[src/rtl/program_loader_pkg.sv]
// Shared definitions for the MiniAlu program loader and the core's instruction field split.
// Holds the frame header default, FSM state encoding and instruction word layout.
package program_loader_pkg;

  localparam logic [7:0] HEADER_DEFAULT = 8'hA5;
  localparam int INSN_WIDTH   = 28;
  localparam int OPCODE_WIDTH = 4;

  typedef logic [2:0] state_t;
  localparam state_t ST_IDLE    = 3'd0;
  localparam state_t ST_COUNT   = 3'd1;
  localparam state_t ST_PAYLOAD = 3'd2;
  localparam state_t ST_CHECK   = 3'd3;
  localparam state_t ST_DONE    = 3'd4;

  typedef struct packed {
    logic [OPCODE_WIDTH-1:0] opcode;
    logic [7:0]              dest;
    logic [7:0]              src1;
    logic [7:0]              src0;
  } insn_t;

endpackage

[src/rtl/program_loader_if.sv]
// Byte stream in, instruction-memory write port and core control out.
// master = stream source / memory side, slave = the loader.
interface program_loader_if #(
  parameter int ADDR_WIDTH = 16
) ();

  logic [7:0]                                iByte;
  logic                                      iByteValid;
  logic                                      oByteReady;
  logic                                      oWriteEnable;
  logic [ADDR_WIDTH-1:0]                     oWriteAddress;
  logic [program_loader_pkg::INSN_WIDTH-1:0] oInstruction;
  logic                                      oCpuHold;
  logic                                      oDone;
  logic                                      oError;

  modport master (
    output iByte, iByteValid,
    input  oByteReady, oWriteEnable, oWriteAddress, oInstruction, oCpuHold, oDone, oError
  );

  modport slave (
    input  iByte, iByteValid,
    output oByteReady, oWriteEnable, oWriteAddress, oInstruction, oCpuHold, oDone, oError
  );

endinterface

[src/rtl/program_loader_assembler.sv]
// Packs four payload bytes (MS first) into one instruction word and flags a bad opcode byte.
// Completed word is held in the shift register from the edge after the 4th byte; no backpressure.
module instruction_word_assembler
  import program_loader_pkg::*;
(
  input  logic       Clock,
  input  logic       Reset,
  input  logic       clear,
  input  logic       shiftEn,
  input  logic [7:0] byteIn,
  output logic       wordReady,
  output logic       nibbleError,
  output insn_t      word
);

  logic [1:0]            byteIndex;
  logic [INSN_WIDTH-1:0] shiftReg;

  assign wordReady   = shiftEn && (byteIndex == 2'd3);
  assign nibbleError = shiftEn && (byteIndex == 2'd0) && (byteIn[7:4] != 4'd0);
  assign word        = shiftReg;

  // Byte 0 restarts the register so stale upper bits never leak into the opcode field.
  always_ff @(posedge Clock) begin
    if (Reset || clear) begin
      byteIndex <= 2'd0;
      shiftReg  <= '0;
    end else if (shiftEn && !nibbleError) begin
      byteIndex <= byteIndex + 2'd1;
      shiftReg  <= (byteIndex == 2'd0) ? {20'd0, byteIn} : {shiftReg[19:0], byteIn};
    end
  end

endmodule

[src/rtl/program_loader.sv]
// Loads a framed byte stream into instruction memory and holds the core in reset until a good checksum.
// Write strobe one cycle after a word's 4th byte; ready depends on state only, never stalls before DONE.
module program_loader
  import program_loader_pkg::*;
#(
  parameter int         ADDR_WIDTH = 16,
  parameter logic [7:0] HEADER     = HEADER_DEFAULT
) (
  input logic             Clock,
  input logic             Reset,
  program_loader_if.slave bus
);

  state_t                state, stateNext;
  logic [7:0]            wordCount;
  logic [7:0]            xorAcc;
  logic [ADDR_WIDTH-1:0] wordAddr;
  logic [ADDR_WIDTH-1:0] writeAddress;
  logic                  writeEnable, error;
  logic                  byteReady, done, cpuHold;
  logic                  transfer, headerSeen, shiftEn, lastWord;
  logic                  wordReady, nibbleError;
  insn_t                 word;

  assign transfer   = bus.iByteValid && byteReady;
  assign headerSeen = transfer && (state == ST_IDLE) && (bus.iByte == HEADER);
  assign shiftEn    = transfer && (state == ST_PAYLOAD);
  assign lastWord   = (wordAddr == ADDR_WIDTH'(wordCount) - ADDR_WIDTH'(1));

  instruction_word_assembler uAssembler (
    .Clock       (Clock),
    .Reset       (Reset),
    .clear       (headerSeen),
    .shiftEn     (shiftEn),
    .byteIn      (bus.iByte),
    .wordReady   (wordReady),
    .nibbleError (nibbleError),
    .word        (word)
  );

  always_ff @(posedge Clock) begin
    if (Reset) state <= ST_IDLE;
    else       state <= stateNext;
  end

  always_comb begin
    stateNext = state;
    case (state)
      ST_IDLE:    if (headerSeen) stateNext = ST_COUNT;
      ST_COUNT:   if (transfer) stateNext = (bus.iByte == 8'd0) ? ST_IDLE : ST_PAYLOAD;
      ST_PAYLOAD: begin
        if (nibbleError)                stateNext = ST_IDLE;
        else if (wordReady && lastWord) stateNext = ST_CHECK;
      end
      ST_CHECK:   if (transfer) stateNext = (bus.iByte == xorAcc) ? ST_DONE : ST_IDLE;
      ST_DONE:    stateNext = ST_DONE;
      default:    stateNext = ST_IDLE;
    endcase
  end

  always_comb begin
    byteReady = 1'b0;
    done      = 1'b0;
    cpuHold   = 1'b1;
    case (state)
      ST_IDLE, ST_COUNT, ST_PAYLOAD, ST_CHECK: byteReady = 1'b1;
      ST_DONE: begin
        done    = 1'b1;
        cpuHold = 1'b0;
      end
      default: ;
    endcase
  end

  // Words already written on a failed frame stay in memory; only oError reports the rejection.
  always_ff @(posedge Clock) begin
    if (Reset) begin
      wordCount    <= 8'd0;
      xorAcc       <= 8'd0;
      wordAddr     <= '0;
      writeAddress <= '0;
      writeEnable  <= 1'b0;
      error        <= 1'b0;
    end else begin
      writeEnable <= 1'b0;
      if (headerSeen) begin
        error    <= 1'b0;
        wordAddr <= '0;
        xorAcc   <= 8'd0;
      end
      if (transfer && (state == ST_COUNT)) begin
        if (bus.iByte == 8'd0) error     <= 1'b1;
        else                   wordCount <= bus.iByte;
      end
      if (shiftEn) begin
        xorAcc <= xorAcc ^ bus.iByte;
        if (nibbleError) error <= 1'b1;
        if (wordReady) begin
          writeEnable  <= 1'b1;
          writeAddress <= wordAddr;
          wordAddr     <= wordAddr + ADDR_WIDTH'(1);
        end
      end
      if (transfer && (state == ST_CHECK) && (bus.iByte != xorAcc)) error <= 1'b1;
    end
  end

  assign bus.oByteReady    = byteReady;
  assign bus.oWriteEnable  = writeEnable;
  assign bus.oWriteAddress = writeAddress;
  assign bus.oInstruction  = word;
  assign bus.oCpuHold      = cpuHold;
  assign bus.oDone         = done;
  assign bus.oError        = error;

endmodule
[src/flat_wrapper.sv]
// flat-port wrapper written by rule: the top's interface ports become plain ports
module program_loader_flat import program_loader_pkg::*;
#(
  parameter int         ADDR_WIDTH = 16,
  parameter logic [7:0] HEADER     = HEADER_DEFAULT
)
  (Clock, Reset, bus_iByte, bus_iByteValid, bus_oByteReady, bus_oWriteEnable, bus_oWriteAddress, bus_oInstruction, bus_oCpuHold, bus_oDone, bus_oError);
  program_loader_if #(.ADDR_WIDTH(ADDR_WIDTH)) bus_i ();
  input logic Clock;
  input logic Reset;
  input wire logic [$bits(bus_i.iByte)-1:0] bus_iByte;
  input wire logic [$bits(bus_i.iByteValid)-1:0] bus_iByteValid;
  output wire logic [$bits(bus_i.oByteReady)-1:0] bus_oByteReady;
  output wire logic [$bits(bus_i.oWriteEnable)-1:0] bus_oWriteEnable;
  output wire logic [$bits(bus_i.oWriteAddress)-1:0] bus_oWriteAddress;
  output wire logic [$bits(bus_i.oInstruction)-1:0] bus_oInstruction;
  output wire logic [$bits(bus_i.oCpuHold)-1:0] bus_oCpuHold;
  output wire logic [$bits(bus_i.oDone)-1:0] bus_oDone;
  output wire logic [$bits(bus_i.oError)-1:0] bus_oError;
  assign bus_i.iByte = bus_iByte;
  assign bus_i.iByteValid = bus_iByteValid;
  assign bus_oByteReady = bus_i.oByteReady;
  assign bus_oWriteEnable = bus_i.oWriteEnable;
  assign bus_oWriteAddress = bus_i.oWriteAddress;
  assign bus_oInstruction = bus_i.oInstruction;
  assign bus_oCpuHold = bus_i.oCpuHold;
  assign bus_oDone = bus_i.oDone;
  assign bus_oError = bus_i.oError;
  program_loader #(.ADDR_WIDTH(ADDR_WIDTH), .HEADER(HEADER)) u_core (.Clock(Clock), .Reset(Reset), .bus(bus_i));
endmodule
[config.mk]
export PLATFORM = sky130hd
export DESIGN_NAME = program_loader_flat
export DESIGN_NICKNAME = d
export VERILOG_FILES = /design/src/rtl/program_loader_pkg.sv /design/src/rtl/program_loader_if.sv /design/src/rtl/program_loader_assembler.sv /design/src/rtl/program_loader.sv /design/src/flat_wrapper.sv
export SDC_FILE = /design/constraint.sdc
export NUM_CORES = 1
export LEC_CHECK = 0
export BUFFER_PORTS_ARGS = -buffer_cell sky130_fd_sc_hd__buf_2
export CORE_UTILIZATION = 29
export DETAILED_ROUTE_END_ITERATION = 6
export PLACE_DENSITY = 0.46
export SETUP_SLACK_MARGIN = 0.4
export SLEW_MARGIN = 20
export SYNTH_ARGS = -nofsm -noshare
export SYNTH_HDL_FRONTEND = slang
export SYNTH_SLANG_ARGS = --single-unit
[constraint.sdc]
create_clock -name Clock -period 3.36 [get_ports Clock]
set_input_delay 0.168 -clock Clock [delete_from_list [all_inputs] [get_ports Clock]]
set_output_delay 0.168 -clock Clock [all_outputs]
set_load 0.01 [all_outputs]
==> results.py, run 1 <==
metrics = {
    "timing": {
        "timing.final.crit_share_pct": 68.8,
        "fin_setup_tns_ns": 0,
        "fin_crit_ns": 2.31,
        "timing.fmax_mhz": 433,
        "finalHoldViolCount": 0,
        "tightest_slew_ns": 0.612,
        "finalSetupViolations": 0,
        "rsz0062_at_grt": "no",
        "relSlewSlack_pct": 59.0,
        "fin_skew_ns": 0.00510,
        "drv_slew": 0,
    },
    "critical_path": {
        "crit_family": "compound AO/OA/AOI/OAI gates",
        "cp_data_arrival_time_ns": 2.57,
        "crit_type": "reg -> reg",
        "slowest_stage": "or4b_1",
        "critPathLaunchType": "register",
        "crit_buf_inv": 1,
        "cp_data_required_time_ns": 3.62,
        "slowest_delay_ns": 0.60,
        "crit_chain": "inv_1, ha_1, or4b_1, a2111oi_4, o32ai_1, a21oi_1, o2111ai_1, a211oi_2",
        "critPathCaptureType": "register",
        "crit_fanout": 5,
    },
    "routing": {
        "drtAntennaViolNets": 0,
        "vias_per_cell": 4.84,
        "drtIter0Drc": 206,
        "wl_per_cell_um": 13.6,
        "drt_first_pass_iters": 4,
        "wl_um": 9320,
        "vias": 3317,
        "drc": 0,
    },
    "hold_path": {
        "worst_hold_path_type": "in -> reg",
    },
    "clock_network": {
        "ctsResizeCount": 0,
        "cts.sinks": 83,
        "cts_setup_buffers": 0,
        "insertion_delay_ns": 0.34,
        "cts_tree": "yes",
        "clkTransAtPathRegs_ns": 0.06,
        "root_buffer": "clkbuf_16",
        "ctsHoldBuffers": 0,
        "clk_path_buf_depth": 2,
        "numCtsBuffers": 9,
        "ctsHtreeMaxLevel": 3,
    },
    "floorplanning": {
        "dieHeight_um": 115,
        "rows": 41,
        "die_area_sq_um": 13300,
        "start_util_pct": 29.6,
        "die_x_um": 115,
        "coreArea_sq_um": 12600,
        "io_pins": 60,
    },
    "power": {
        "power_density_nw_per_um2": 471,
        "power.total_uw": 2110,
        "ir_worst_vdd_v": 0.000202,
        "p_leak_uw": 0.00170,
    },
    "yosys": {
        "syn_area_sq_um": 3720,
        "ys_types": 46,
        "ys_seq_area_share_pct": 44.7,
        "synthArstFlopShare_pct": 0,
        "synth_warnings": 0,
        "netlist_top_cells_area": "dfxtp_1, nand2_1, nor2_1",
        "yosysTopAreaCellShare_pct": 44.7,
        "yosysTopAreaCell": "dfxtp_1",
        "syn_nets": 477,
        "synth_edf_count": 0,
        "synth_top_flop_cell": "dfxtp_1",
        "syn_inst": 462,
        "syn_area_per_cell_sq_um": 8.05,
        "ys_ff_latch": 83,
    },
    "global_routing": {
        "grt-ovfl-total": 0,
        "grt_start_max_net_pins": 47,
        "grt_pass1_wl_um": 15800,
        "grt_pass1_vias": 3109,
        "antenna_found_initial": 0,
        "grt_usage_pct": 15.3,
    },
    "job": {
        "cap_viol_max_count": 0,
    },
    "place": {
        "place.gp.congestion": 0.775,
        "hpwl_um": 6540,
        "io_buffers": 59,
    },
    "cells_and_area": {
        "seq_area_sq_um": 1660,
        "fill_cells": 1346,
        "syn2layout_area_growth_pct": 20.7,
        "antennaDiodeCount": 0,
        "drive_gt1_share_pct": 17.3,
        "nets": 525,
        "multi_input_area_sq_um": 1880,
    },
    "status": {
        "outcome": "finished clean",
    },
}
## layer usage
| metal | GRT usage [%] | vias up | part of all wire [%] |
|---|---|---|---|
| li1 | - | 1690 | - |
| met1 | 20.4 | 1553 | 50 |
| met2 | 23.9 | 67 | 45 |
| met3 | 4.48 | 7 | 3.5 |
| met4 | 4.16 | 0 | 1.1 |
| met5 | 0 | - | 0 |
## layout by cell type, fill, tap and decap left out, types with 3 or more instances in the layout
cell type and instances:
and2_1 3, nor3_1 10, nor2_1 62, mux2i_1 8, dfxtp_1 83, xor2_1 7
nand3_1 9, inv_1 13, xnor2_1 15, or3_1 4, a22oi_1 20, buf_2 59
o21ai_0 12, and3_1 6, nor2b_1 5, nor4_1 6, ha_1 4, nand2_1 80
and4_1 3, a21oi_1 44, o211ai_1 3, clkbuf_16 9, buf_4 8, nand4_1 7
nand2b_1 3
## sequential cells by signal, summed over array words and instances (netlist names)
register and flops:
u_core.uAssembler.word 28, u_core.wordCount 8, u_core.bus.oError 1, u_core.xorAcc 8
u_core.uAssembler.byteIndex 2, u_core.bus.oWriteAddress 16, u_core.wordAddr 16, u_core.bus.oWriteEnable 1
u_core.state 3
## stage by stage
stage          instance area (sq um)  cells  hold WS, ns  worst slack, ns  utilization (%)
4_1_cts                         4490    686        0.138             1.04             35.7
5_1_grt                         4490    686        0.144            0.843             35.7
2_1_floorplan                   3720    462        0.304             1.24                -
3_5_place_dp                    4160    671        0.447             1.05             33.1
6_report                        4490    686        0.150             1.05             35.7
3_3_place_gp                    4160    671        0.442             1.08             33.1
## logic make-up (layout without fill, tap and decap cells)
group / after synthesis / in the layout / synth area share [%]
AO/OA/AOI/OAI: 96 / 96 / 16.6
flip-flops: 83 / 83 / 44.7
multiplexers: 10 / 10 / 2.76
XOR/XNOR: 22 / 22 / 5.18
buffers and inverters: 43 / 95 / 4.74
AND/OR/NAND/NOR: 204 / 204 / 24.7
adder cells (fa/ha/maj): 4 / 4 / 1.35
## final cells by class
type | instances | share of cell area, %
clock buffer | 11 | 5.63
clock inverter | 4 | 1.64
inverter | 13 | 1.09
multi-input combinational | 336 | 41.9
sequential | 83 | 37.0
tap | 172 | 4.79
timing repair buffer | 67 | 7.91
## Yosys cell counts (all sizes together), types with 3 or more instances
master and count:
nand4 7, nor2b 5, clkbuf 22, nor4 6
dfxtp 83, nand2 80, and2 3, o211ai 3
mux2i 8, nor2 62, or3 4, o21ai 12
nor3 10, ha 4, buf 8, a22oi 20
nand2b 3, xor2 7, a211oi 3, inv 13
xnor2 15, and4 3, nand3 9, and3 6
a21oi 44
## path summary, 6_finish.rpt
path	start	end	slack, ns	cells after the start
max	u_core.wordCount[0]	u_core.state[0]	1.05	8
min	bus_iByte[3]	u_core.uAssembler.word[3]	0.15	3
min reg2reg	u_core.bus.oWriteAddress[12]	u_core.bus.oWriteAddress[12]	0.45	2
max reg2reg	u_core.wordCount[0]	u_core.state[0]	1.05	8
## worst register-to-register path: stages, from the launching register on
cell,delay [ns]
dfxtp_1,0.35
inv_1,0.07
ha_1,0.21
or4b_1,0.60
a2111oi_4,0.36
o32ai_1,0.14
a21oi_1,0.14
o2111ai_1,0.15
a211oi_2,0.22
## report_power, final
| group | internal [uW] | leakage [uW] | switching (uW) |
|---|---|---|---|
| registers | 985 | 0.000668 | 1.28 |
| clock network | 687 | 0.000162 | 385 |
| logic | 15.7 | 0.000873 | 39.5 |
| total | 1690 | 0.00170 | 426 |
(Power assumes the default switching activity.)
==> inputs of run 2 (changes only) <==
--- a/config.mk
+++ b/config.mk
@@ -8,7 +8,7 @@
 export BUFFER_PORTS_ARGS = -buffer_cell sky130_fd_sc_hd__buf_2
 export CORE_UTILIZATION = 29
 export DETAILED_ROUTE_END_ITERATION = 6
-export PLACE_DENSITY = 0.46
+export PLACE_DENSITY = 0.47
 export SETUP_SLACK_MARGIN = 0.4
 export SLEW_MARGIN = 20
 export SYNTH_ARGS = -nofsm -noshare
==> constraint.sdc (replaced) <==
create_clock -name Clock -period 1.95 [get_ports Clock]
set_input_delay 0.0975 -clock Clock [delete_from_list [all_inputs] [get_ports Clock]]
set_output_delay 0.0975 -clock Clock [all_outputs]
set_load 0.01 [all_outputs]
==> results.py, run 2 (synthesized netlist as in run 1, its figures left out) <==
metrics = {
    "floorplanning": {
        "dieHeight_um": 115,
        "io_pins": 60,
        "die_area_sq_um": 13300,
        "rows": 41,
        "coreArea_sq_um": 12600,
        "die_x_um": 115,
        "start_util_pct": 29.6,
    },
    "clock_network": {
        "root_buffer": "clkbuf_16",
        "cts_tree": "yes",
        "ctsHtreeMaxLevel": 3,
        "insertion_delay_ns": 0.35,
        "cts.sinks": 83,
        "clk_path_buf_depth": 2,
        "numCtsBuffers": 9,
        "clkTransAtPathRegs_ns": 0.07,
    },
    "power": {
        "ir_worst_vdd_v": 0.000471,
        "switching_share_pct": 23.9,
        "comb_power_share_pct": 4.1,
        "power.switching_uw": 867,
        "intPower_uw": 2760,
        "power_density_nw_per_um2": 652,
        "p_clk_share_pct": 49.2,
        "p_leak_uw": 0.00224,
        "pwr-share-seq_pct": 46.7,
    },
    "cells_and_area": {
        "syn2layout_area_growth_pct": 49.6,
        "final_common_cell": "dfxtp_1",
        "design_area_sq_um": 5570,
        "multi_input_area_sq_um": 2330,
        "fill_cells": 1217,
        "nets": 580,
        "layout_common_cells": "dfxtp_1, nand2_1, buf_2",
        "fin_util_pct": 44.3,
        "largest_register_ffs": 28,
        "seq_area_sq_um": 1670,
        "antennaDiodeCount": 0,
        "drive_gt1_share_pct": 39.3,
    },
    "routing": {
        "highest_layer": "met4",
        "drc": 0,
        "wl_met2_um": 5270,
        "wl_per_cell_um": 14.9,
        "vias": 3638,
        "wl_met1_um": 5130,
        "drt_first_pass_iters": 4,
        "drtAntennaViolNets": 0,
        "met3_length_um": 385,
        "wl_um": 11000,
        "drtIter0Drc": 215,
        "vias_per_cell": 4.90,
    },
    "place": {
        "io_buffers": 59,
        "place.gp.congestion": 0.765,
        "dpl_worst_slack_ns": -0.108,
        "place_area_sq_um": 4410,
        "hpwl_um": 7050,
    },
    "global_routing": {
        "grt_start_max_net_pins": 31,
        "grt-ovfl-total": 0,
        "grt_pass1_wl_um": 16400,
        "antenna_found_initial": 0,
        "grt_pass1_vias": 3155,
        "grt_usage_pct": 16.0,
    },
    "timing": {
        "finalHoldViolCount": 0,
        "tightest_slew_ns": 0.549,
        "relSlewSlack_pct": 63.1,
        "timing.fmax_mhz": 505,
        "fin_crit_ns": 1.98,
        "setup_ws_ns": -0.0295,
        "timing.final.crit_share_pct": 102,
        "fin_skew_ns": 0.00598,
        "finalSetupViolations": 1,
        "rsz0062_at_grt": "yes",
        "drv_slew": 0,
    },
    "critical_path": {
        "critPathLaunchType": "register",
        "cp_data_arrival_time_ns": 2.26,
        "cp_data_required_time_ns": 2.23,
        "critPathCaptureType": "register",
        "crit_type": "reg -> reg",
        "crit_fanout": 2,
    },
    "status": {
        "outcome": "finished, violations left",
        "failed_checks": "negative setup slack",
    },
    "hold_path": {
        "worst_hold_path_type": "in -> reg",
    },
    "job": {
        "cap_viol_max_count": 0,
    },
}
run 2: what timing repair did:
item / CTS / global route
gates resized for setup: 34 / 99
cloned: 1 / 4
pin swaps: 13 / 37
hold buffers: 0 / 0
setup buffers: 3 / 23
setup endpoints to repair: 55 / 65
run 2: critical path, stage by stage (launching register included):
cell and delay [ns]:
dfxtp_2 0.33, inv_2 0.04, ha_4 0.23, xnor2_1 0.11, or4_1 0.55, nor4_4 0.31
o2111ai_2 0.15, a211oi_2 0.19
run 2: power by group through the flow:
stage	Combinational (uW)	Clock, uW	Sequential (uW)
floorplan	62.7	0	1740
global placement	107	0	1740
detailed placement	107	0	1740
CTS	116	1830	1700
global route	157	1900	1700
finish	148	1790	1700
run 2: area by class of cell:
class | count | share of cell area, %
inverter | 13 | 0.922
clock buffer | 9 | 4.05
sequential | 83 | 30.0
multi-input combinational | 336 | 41.8
tap | 172 | 3.87
timing repair buffer | 122 | 17.9
clock inverter | 7 | 1.46
run 2: path summary, 6_finish.rpt:
kind | start | endpoint | slack, ns | depth (start not counted)
max | u_core.wordCount[1] | u_core.state[0] | -0.03 | 7
min | Reset | u_core.wordAddr[5] | 0.02 | 2
max reg2reg | u_core.wordCount[1] | u_core.state[0] | -0.03 | 7
min reg2reg | u_core.bus.oWriteAddress[9] | u_core.bus.oWriteAddress[9] | 0.45 | 2
run 2: metrics by stage:
| step | std cells | hold slack, ns | setup TNS, ns | power, uW |
|---|---|---|---|---|
| 2_1_floorplan | 462 | 0.232 | -0.0293 | 1800 |
| 3_3_place_gp | 695 | 0.382 | -0.0498 | 1840 |
| 3_5_place_dp | 695 | 0.386 | -0.108 | 1840 |
| 4_1_cts | 715 | 0.00971 | -0.0366 | 3650 |
| 5_1_grt | 742 | 0.0385 | -0.106 | 3750 |
| 6_report | 742 | 0.0242 | -0.0295 | 3630 |
run 2: layer usage:
| metal | vias up | track usage (%) |
|---|---|---|
| met4 | 0 | 7.27 |
| met1 | 1757 | 21.7 |
| li1 | 1798 | - |
| met3 | 16 | 2.69 |
| met2 | 67 | 24.9 |
| met5 | - | 0 |
==> inputs of run 3 (changes only) <==
==> constraint.sdc (replaced) <==
create_clock -name Clock -period 1.78 [get_ports Clock]
set_input_delay 0.089 -clock Clock [delete_from_list [all_inputs] [get_ports Clock]]
set_output_delay 0.089 -clock Clock [all_outputs]
set_load 0.01 [all_outputs]
==> results.py, run 3 (synthesized netlist as in run 1, its figures left out) <==
metrics = {
    "routing": {
        "drtAntennaViolNets": 0,
        "wl_per_cell_um": 14.3,
        "vias": 3753,
        "drc": 0,
        "drt_first_pass_iters": 6,
        "drtIter0Drc": 159,
        "wl_um": 11100,
        "vias_per_cell": 4.86,
    },
    "timing": {
        "tightest_slew_ns": 0.452,
        "timing.fmax_mhz": 491,
        "drv_slew": 0,
        "finalHoldViolCount": 0,
        "finalSetupViolations": 1,
        "fin_crit_ns": 2.04,
        "fin_skew_ns": 0.00445,
        "setup_ws_ns": -0.255,
        "relSlewSlack_pct": 69.6,
        "holdWs_ns": 0.0770,
        "rsz0062_at_grt": "yes",
        "fin_setup_tns_ns": -0.255,
        "timing.final.crit_share_pct": 114,
    },
    "cells_and_area": {
        "largest_register_ffs": 28,
        "nets": 610,
        "syn2layout_area_growth_pct": 66.9,
        "antennaDiodeCount": 0,
        "drive_gt1_share_pct": 53.0,
        "fill_cells": 1165,
        "seq_area_sq_um": 1680,
        "multi_input_area_sq_um": 2650,
        "fin_util_pct": 49.4,
        "final_common_cell": "dfxtp_1",
        "layout_common_cells": "dfxtp_1, nor2_1, buf_2",
    },
    "global_routing": {
        "grt_start_max_net_pins": 23,
        "grt_usage_pct": 17.0,
        "grt_pass1_wl_um": 17200,
        "antenna_found_initial": 0,
        "grt_pass1_vias": 3397,
        "grt-ovfl-total": 0,
    },
    "critical_path": {
        "crit_family": "simple AND/OR/NAND/NOR gates",
        "cp_data_required_time_ns": 2.05,
        "reg2reg_from": "u_core.state[2]",
        "crit_type": "reg -> reg",
        "crit_chain": "and4bb_1, nand2_1, or4_1, nor4_2, o2111ai_2, a211oi_2",
        "ff2ff_path_depth": 6,
        "crit_fanout": 2,
        "slowest_stage": "or4_1",
        "rr_endpoint": "u_core.state[0]",
        "crit_buf_inv": 0,
        "startpoint": "u_core.state[2]",
        "critPathCaptureType": "register",
        "critPathLaunchType": "register",
        "cp_data_arrival_time_ns": 2.30,
        "ff2ff_setup_slack_ns": -0.26,
        "slowest_delay_ns": 0.55,
    },
    "floorplanning": {
        "die_area_sq_um": 13300,
        "io_pins": 60,
        "dieHeight_um": 115,
        "rows": 41,
        "coreArea_sq_um": 12600,
        "die_x_um": 115,
        "start_util_pct": 29.6,
    },
    "clock_network": {
        "insertion_delay_ns": 0.34,
        "clk_path_buf_depth": 2,
        "cts_tree": "yes",
        "cts.sinks": 83,
        "root_buffer": "clkbuf_16",
        "numCtsBuffers": 9,
        "ctsHoldBuffers": 0,
        "clkTransAtPathRegs_ns": 0.06,
        "ctsHtreeMaxLevel": 3,
    },
    "power": {
        "ir_worst_vdd_v": 0.000339,
        "p_leak_uw": 0.00258,
        "power.total_uw": 3820,
        "power_density_nw_per_um2": 615,
    },
    "hold_path": {
        "hold_path_end": "u_core.uAssembler.word[0]",
        "min-delay-start": "bus_iByte[0]",
        "worst_hold_path_type": "in -> reg",
        "hold-path-cell-count": 3,
    },
    "status": {
        "outcome": "finished, violations left",
        "failed_checks": "negative setup slack",
    },
    "place": {
        "place.gp.congestion": 0.797,
        "io_buffers": 59,
        "hpwl_um": 7330,
    },
    "job": {
        "cap_viol_max_count": 0,
    },
}
## run 3: changes by cell type in the layout (fill, tap and decap cells not counted), moves of 7 or more
cell     change
a21oi_1     -18
a21oi_2     +17
a22oi_1     -19
a22oi_2     +19
buf_12       +7
buf_4       +18
buf_6        +8
nand2_1     -20
nand2_4     +15
## run 3: worst max-delay path by stage
stage	to	cells after the start	slack [ns]
final	u_core.state[0]	6	-0.26
after global routing	u_core.state[0]	6	-0.38
after CTS	u_core.state[0]	9	-0.23
after detailed placement	u_core.state[0]	9	-0.23
after global placement	u_core.state[0]	9	-0.17
after floorplan	u_core.state[0]	8	-0.20
## run 3: routing by layer
| metal | up-vias | track usage [%] | wire length, um |
|---|---|---|---|
| li1 | 1870 | - | - |
| met1 | 1812 | 23.2 | 5180 |
| met2 | 54 | 26.1 | 5350 |
| met5 | - | 0 | 0 |
| met4 | 0 | 7.62 | 257 |
| met3 | 17 | 2.90 | 284 |
## run 3: power breakdown
| part | internal, uW | total (uW) | switching (uW) | leakage [uW] |
|---|---|---|---|---|
| clock network | 982 | 1740 | 761 | 0.000133 |
| registers | 1860 | 1860 | 1.39 | 0.000674 |
| logic | 97.7 | 215 | 117 | 0.00177 |
| total | 2940 | 3820 | 880 | 0.00258 |
## run 3: final cells by class
cell class	count	area share, %
Multi-Input combinational cell	337	42.6
Sequential cell	83	27.0
Timing Repair Buffer	151	21.7
Clock buffer	12	3.97
Tap cell	172	3.47
Inverter	13	0.826
Clock inverter	4	0.423
## run 3: timing repair
item / CTS / global route
pin swaps: 27 / 44
cloned: 6 / 0
buffers inserted: 18 / 14
hold endpoints to repair: 0 / 0
setup endpoints to repair: 82 / 80
gates resized for setup: 80 / 102
## run 3: worst reg2reg max path, stage by stage (launching register included)
cell and delay, ns:
dfxtp_2 0.32, and4bb_1 0.29, nand2_1 0.09, or4_1 0.55
nor4_2 0.36, o2111ai_2 0.17, a211oi_2 0.18
## run 3: through the flow
stage | worst slack [ns] | area [sq um] | cells
2_1_floorplan | -0.199 | 4050 | 462
3_3_place_gp | -0.170 | 4770 | 718
3_5_place_dp | -0.233 | 4770 | 718
4_1_cts | -0.226 | 5680 | 758
5_1_grt | -0.376 | 6210 | 772
6_report | -0.255 | 6210 | 772
